==> src/rtl/fifo_wr_arbiter.sv <==
// Write-side arbiter for the async FIFO: round-robin, burst-limited sharing of the
// single write port among NREQ producers, throttled by the registered full flag.
module fifo_wr_arbiter #(
  parameter int NREQ       = 4,
  parameter int DATA_WIDTH = 8,
  parameter int BURST_MAX  = 4
) (
  input  logic                       wclk,
  input  logic                       w_rst,
  input  logic [NREQ-1:0]            req,
  input  logic [NREQ*DATA_WIDTH-1:0] wdata_in,
  input  logic                       full,
  output logic                       w_en,
  output logic [DATA_WIDTH-1:0]      wdata,
  output logic [NREQ-1:0]            gnt,
  output logic [NREQ-1:0]            ack,
  output logic                       busy,
  output logic [15:0]                stall_cnt
);

  localparam int IDXW = (NREQ > 1) ? $clog2(NREQ) : 1;
  localparam int BCW  = $clog2(BURST_MAX) + 1;
  localparam logic [BCW-1:0]  LAST_BEAT = BCW'(BURST_MAX - 1);
  localparam logic [IDXW-1:0] LAST_IDX  = IDXW'(NREQ - 1);

  typedef enum logic {S_IDLE, S_BURST} state_t;

  state_t          r_state, w_stateNext;
  logic [IDXW-1:0] r_owner, w_ownerNext;
  logic [IDXW-1:0] r_last, w_lastNext;
  logic [IDXW-1:0] w_sel;
  logic [NREQ-1:0] r_gnt, w_gntNext;
  logic [BCW-1:0]  r_beatCnt, w_beatCntNext;
  logic [15:0]     r_stallCnt;
  logic            w_ownerReq;
  logic            w_anyReq;
  logic            w_accept;
  logic            w_exit;

  // First requester strictly after base, wrapping; base itself is checked last.
  function automatic logic [IDXW-1:0] pickNext(input logic [NREQ-1:0] r,
                                               input logic [IDXW-1:0] base);
    logic [IDXW-1:0] res;
    logic [IDXW-1:0] idx;
    res = base;
    for (int i = NREQ; i >= 1; i--) begin
      idx = IDXW'((int'(base) + i) % NREQ);
      if (r[idx]) res = idx;
    end
    return res;
  endfunction

  always_comb begin
    w_ownerReq = req[r_owner];
    w_anyReq   = |req;
    w_accept   = (r_state == S_BURST) & w_ownerReq & ~full;
    w_exit     = (r_state == S_BURST) &
                 (~w_ownerReq | (w_accept & (r_beatCnt == LAST_BEAT)));
    // On handover the pointer has already moved to the exiting owner.
    w_sel      = pickNext(req, (r_state == S_BURST) ? r_owner : r_last);
  end

  always_comb begin
    w_stateNext   = r_state;
    w_ownerNext   = r_owner;
    w_lastNext    = r_last;
    w_gntNext     = r_gnt;
    w_beatCntNext = r_beatCnt;
    case (r_state)
      S_IDLE: begin
        if (w_anyReq) begin
          w_stateNext   = S_BURST;
          w_ownerNext   = w_sel;
          w_gntNext     = NREQ'(1) << w_sel;
          w_beatCntNext = '0;
        end
      end
      S_BURST: begin
        if (w_exit) begin
          w_lastNext    = r_owner;
          w_beatCntNext = '0;
          if (w_anyReq) begin
            w_ownerNext = w_sel;
            w_gntNext   = NREQ'(1) << w_sel;
          end else begin
            w_stateNext = S_IDLE;
            w_gntNext   = '0;
          end
        end else if (w_accept) begin
          w_beatCntNext = r_beatCnt + BCW'(1);
        end
      end
      default: begin
        w_stateNext = S_IDLE;
        w_gntNext   = '0;
      end
    endcase
  end

  always_ff @(posedge wclk) begin
    if (w_rst) begin
      r_state    <= S_IDLE;
      r_owner    <= '0;
      r_last     <= LAST_IDX;
      r_gnt      <= '0;
      r_beatCnt  <= '0;
      r_stallCnt <= '0;
    end else begin
      r_state   <= w_stateNext;
      r_owner   <= w_ownerNext;
      r_last    <= w_lastNext;
      r_gnt     <= w_gntNext;
      r_beatCnt <= w_beatCntNext;
      if ((r_state == S_BURST) && w_ownerReq && full && (r_stallCnt != 16'hFFFF))
        r_stallCnt <= r_stallCnt + 16'd1;
    end
  end

  always_comb begin
    w_en      = w_accept;
    ack       = w_accept ? r_gnt : '0;
    wdata     = wdata_in[r_owner*DATA_WIDTH +: DATA_WIDTH];
    gnt       = r_gnt;
    busy      = (r_state == S_BURST);
    stall_cnt = r_stallCnt;
  end

endmodule
==> config.mk <==
export PLATFORM = sky130hd
export DESIGN_NAME = fifo_wr_arbiter
export DESIGN_NICKNAME = d
export VERILOG_FILES = /design/src/rtl/fifo_wr_arbiter.sv
export SDC_FILE = /design/constraint.sdc
export NUM_CORES = 1
export LEC_CHECK = 0
export ABC_AREA = 1
export BUFFER_PORTS_ARGS = -buffer_cell sky130_fd_sc_hd__buf_2
export CORE_ASPECT_RATIO = 1.4
export CORE_MARGIN = 2
export CORE_UTILIZATION = 49
export DETAILED_ROUTE_END_ITERATION = 16
export HOLD_SLACK_MARGIN = 0.05
export PLACE_DENSITY_LB_ADDON = 0.3
export SKIP_CTS_REPAIR_TIMING = 1
export SLEW_MARGIN = 10
export SYNTH_ARGS = -nofsm -noshare
export SYNTH_HDL_FRONTEND = slang
export SYNTH_SLANG_ARGS = --single-unit
export TNS_END_PERCENT = 5
==> constraint.sdc <==
create_clock -name wclk -period 1.8 [get_ports wclk]
set_input_delay 0.36 -clock wclk [delete_from_list [all_inputs] [get_ports wclk]]
set_output_delay 0.36 -clock wclk [all_outputs]
set_load 0.02 [all_outputs]
* Yosys cells after proc, flatten, opt, wreduce, memory -nomap -nowiden
Index checks and enable logic that the tools add are counted. Widths: inputs -> output; s select.
Word-level totals: bits in registers 28, logic and storage cells 69
Cells by class: bitwise logic cells 8, magnitude comparators 5, reduce and logical (&&, ||, !) cells 7, multiplexer cells 30, add/subtract/negate cells 6, eq/ne operators 5, shift-type cells 2
Operators by type and width (count):
- $shiftx 32x6->8 | 1
- $add 16x1->16 const B | 1
- $mux 4 | 4
- $ne 16x16->1 const B | 1
- $lt 2x3->1 const B | 5
- $mux 2 | 7
- $bmux 1 s2 | 5
- $mux 3 | 3
- $pmux 4 s2 | 1
- $mux 1 | 7
- $pmux 3 s2 | 1
- $reduce_and 2->1 | 3
- $add 2x1->2 const B | 2
- $add 2x2->2 const B | 2
- $and 1x1->1 | 4
- $pmux 2 s2 | 1
- $reduce_or 4->1 | 1
- $shl 1x2->4 const A | 1
- $add 3x1->3 const B | 1
- $eq 3x2->1 const B | 1
- $logic_and 1x1->1 | 3
- $ne 3x1->1 const B | 1
- $not 1->1 | 3
- $ne 2x1->1 const B | 1
- other kinds (3) | 3

* Depth between registers and ports, before layout
word-level depth 12, depth in mapped cells 15, gate-level depth less buffers 14

* Worst setup path after synthesis
Ideal clock, no wire load.
path kind register to register, start register r_stallCnt[1] (netlist: stall_cnt[1]), end register r_stallCnt[2] (netlist: stall_cnt[2]), data required time 1.667 ns, path slack 0.039 ns, cell stages (with the launch flop) 12, path buffers 1, arrival 1.628 ns, cell sequence dfxtp_1 -> ha_1 -> nand2_1 -> nor3_2 -> nand3_1 -> nor2_1 -> nand2_1 -> nand2_2 -> buf_6 -> nor2_1 -> o21ai_0 -> a21oi_1
On the way: longest elaborated chain between the ends 2
Ends and longest elaborated chain:
- start: declaration | line 34 | logic [15:0] r_stallCnt;
- start signal: assignment | line 115 | r_stallCnt <= r_stallCnt + 16'd1;
- parallel branches: the longest is 2 deep, another holds $add 16x1->16
Several ways; the timed one is not identified. A chain may end at the register's enable or synchronous reset.

* Worst setup path after layout
start register r_owner[0], end output ack[2]
On the way: longest elaborated chain between the ends 5
Ends and longest elaborated chain:
- start: declaration | line 29 | logic [IDXW-1:0] r_owner, w_ownerNext;
- start signal: assignment | line 110 | r_owner <= w_ownerNext;
- $bmux 1 s2 | line 54 | w_ownerReq = req[r_owner];
- $mux 1 (implied by the code) | line 54
- $and 1x1->1 (2 in series) | line 56 | w_accept = (r_state == S_BURST) & w_ownerReq & ~full;
- $mux 4 | line 121 | ack = w_accept ? r_gnt : '0;
- end: declaration | line 16 | output logic [NREQ-1:0] ack,
No other way between the ends. The select of a mux whose other input is x is not followed.

==> impl_metrics.json <==
{
  "status": "complete, but fails checks",
  "violations": "setup timing",
  "grt_remaining_overflow": 0,
  "die_w_um": 56.3,
  "cts_htree_levels": 1,
  "crit_type": "reg2out",
  "dr.pass1.iters": 4,
  "cp_top_family": "simple AND/OR/NAND/NOR gates",
  "dieArea_um2": 4350,
  "grt_pass1_wl_um": 8930,
  "io_pins": 73,
  "timing.slew.headroom_pct": 70.5,
  "setup_viol": 5,
  "ys_seq_area_share_pct": 29.9,
  "cpMaxStageDelayCell": "dfxtp_4",
  "synth_area_per_cell_um2": 6.23,
  "fill_cells": 337,
  "wl_per_cell_um": 12.3,
  "finalHoldViolCount": 0,
  "grt_setup_unrepaired": "yes",
  "p_sw_share_pct": 45.7,
  "slew_viol_final": 0,
  "clk-insertion-delay-late_ns": 0.28,
  "synth_area_leader_cell": "dfxtp_1",
  "final_nets": 428,
  "dp_hpwl_um": 4000,
  "fin_crit_ns": 1.93,
  "synth_top_cell_area_share_pct": 29.9,
  "yosys_warnings": 0,
  "seq_area_um2": 571,
  "leakage_uw": 0.00118,
  "synth_area_um2": 1880,
  "pwr-share-comb_pct": 56.6,
  "p_per_area_nw_per_um2": 1080,
  "crit_arrival_ns": 1.57,
  "track_usage_pct": 24.7,
  "antenna_found_initial": 0,
  "setup_slack_ns": -0.130,
  "final.setup.tns_ns": -0.451,
  "portBuffers": 72,
  "numPlacedInstances": 421,
  "routed_via_density": 5.23,
  "crit_required_ns": 1.44,
  "drc_errors": 0,
  "vias": 2232,
  "hold_class": "in2reg",
  "clock-sinks": 28,
  "power_frac_seq_pct": 28.9,
  "start_util_pct": 51.0,
  "synthCells": 301,
  "cts_root_buf": "clkbuf_8",
  "die_y_um": 77.2,
  "final_cell_mix": "nand2_1 (70), buf_2 (67), nor2_1 (32), o21ai_0 (28), inv_1 (28)",
  "grt_pass1_vias": 2179,
  "n_antenna_cell": 0,
  "instances_no_fill": 427,
  "synth_area_leaders": "dfxtp_1 (30%), nand2_1 (14%), o21ai_0 (8.0%)",
  "first_iter_violations": 141,
  "cts_tree": "built",
  "multi_input_area_um2": 1180,
  "cap_violations": 0,
  "synthesis.nets": 343,
  "row_count": 26,
  "crit_path_start_kind": "flip-flop",
  "clk_pin_slew_ns": 0.09,
  "area_growth_syn_to_layout_pct": 34.0,
  "clockPowerShare_pct": 14.5,
  "place.gp.congestion": 0.886,
  "p_int_uw": 1470,
  "path_buf_inv": 2,
  "cp_cell_sequence": "o21ai_0 > o21ai_2 > nand2_2 > nor2_4 > inv_4 > nor2_2 > buf_6",
  "worstMarginPinSlew_ns": 0.441,
  "period_share_pct": 107,
  "antenna_left": 0,
  "ys_ff_latch": 28,
  "cp-end-kind": "output port",
  "cts.path.max_buffers": 2,
  "switchingPower_uw": 1240,
  "slowest_delay_ns": 0.40,
  "cts-buffers-inserted": 3,
  "max_freq_mhz": 518,
  "cp_max_fo": 7,
  "fin_worst_skew_ns": 0.00666,
  "coreArea_um2": 3680,
  "post_route_cells_drive_above_1_share_pct": 35.1,
  "final_common_cell": "nand2_1",
  "ir_drop_mv": 0.668,
  "grt_max_degree": 17,
  "synthDistinctLibCells": 31,
  "drt_wl_total_um": 5260
}
## stage by stage
step	setup slack (ns)	instance area (um^2)	hold WS [ns]	utilization, %	total power, uW
detailed placement	0.0516	2360	0.457	64.3	2240
floorplan	0.0388	1880	0.429	-	1820
global route	-0.267	2510	0.447	68.4	2930
CTS	-0.203	2420	0.424	65.8	2630
finish	-0.130	2510	0.432	68.4	2700
global placement	0.0967	2360	0.453	64.3	2210
## worst reg2reg max path, stage by stage, from the launching register on
cell     delay, ns
dfxtp_1       0.34
ha_1          0.16
nand2_1       0.09
nor3_2        0.16
nand3_1       0.15
nor2_2        0.12
nand2_1       0.10
nand2_4       0.13
buf_12        0.13
inv_2         0.05
nand2_1       0.08
o21ai_1       0.06
a21oi_1       0.13
## kinds of logic (layout without fill, tap and decap cells)
group | after synthesis | count (layout) | synth area share (%)
DFF | 28 | 28 | 29.9
AOI/OAI and AO/OA | 68 | 68 | 19.7
adders and majority gates | 3 | 3 | 2.00
buffers and inverters | 44 | 128 | 9.54
and+or+nand+nor | 155 | 155 | 37.5
xor gates and xnor gates | 3 | 3 | 1.40
## layer usage
metal / track usage, % / vias to the layer above / routed length, um
met5: 0 / - / 0
met4: 9.52 / 0 / 137
met3: 4.38 / 19 / 236
met2: 48.4 / 66 / 2850
met1: 24.8 / 1000 / 2030
li1: - / 1147 / -
## layout make-up
type	count	area share, %
Sequential cell	28	22.7
Timing Repair Buffer	88	20.6
Multi-Input combinational cell	229	46.9
Tap cell	42	2.09
Clock buffer	4	2.19
Inverter	36	5.57
## power groups by stage
stage | sequential [uW] | combinational (uW) | clock (uW)
finish | 782 | 1530 | 391
global placement | 778 | 1440 | 0
CTS | 767 | 1470 | 395
floorplan | 818 | 1000 | 0
global route | 797 | 1720 | 417
detailed placement | 780 | 1460 | 0
## flip-flops by register name, indices dropped and copies added, names as in the netlist
register,flops
r_owner,2
busy,1
r_last,2
gnt,4
r_beatCnt,3
stall_cnt,16
## cell usage after synthesis
| master | instances |
|---|---|
| o21ai_1 | 3 |
| nor3_2 | 1 |
| or2_2 | 1 |
| nand2_1 | 70 |
| buf_4 | 1 |
| clkbuf_1 | 4 |
| buf_2 | 2 |
| o22ai_1 | 8 |
| inv_1 | 29 |
| nand3b_1 | 2 |
| nand3_1 | 19 |
| nor3_1 | 1 |
| a41oi_1 | 1 |
| dfxtp_1 | 28 |
| buf_6 | 1 |
| o21ai_2 | 1 |
| nor4_1 | 3 |
| nand4_1 | 1 |
| a21oi_1 | 24 |
| nand2_2 | 9 |
| xor2_1 | 3 |
| nand3_2 | 2 |
| nor2_4 | 1 |
| inv_2 | 7 |
| a21oi_4 | 1 |
| nor2_1 | 38 |
| or2_1 | 1 |
| nand2_4 | 2 |
| o21ai_0 | 30 |
| nor2_2 | 4 |
| ha_1 | 3 |
## worst paths after layout
path,slack [ns],cells past startpoint,to,start
max,-0.13,7,ack[2],r_owner[0]$_SDFFE_PP0P_
min,0.43,2,busy$_SDFF_PP0_,w_rst
max reg2reg,0.05,12,stall_cnt[4]$_SDFFE_PP0P_,stall_cnt[1]$_SDFFE_PP0P_
min reg2reg,0.47,2,r_beatCnt[2]$_SDFFE_PP0P_,r_beatCnt[2]$_SDFFE_PP0P_
(Power assumes the default switching activity.)
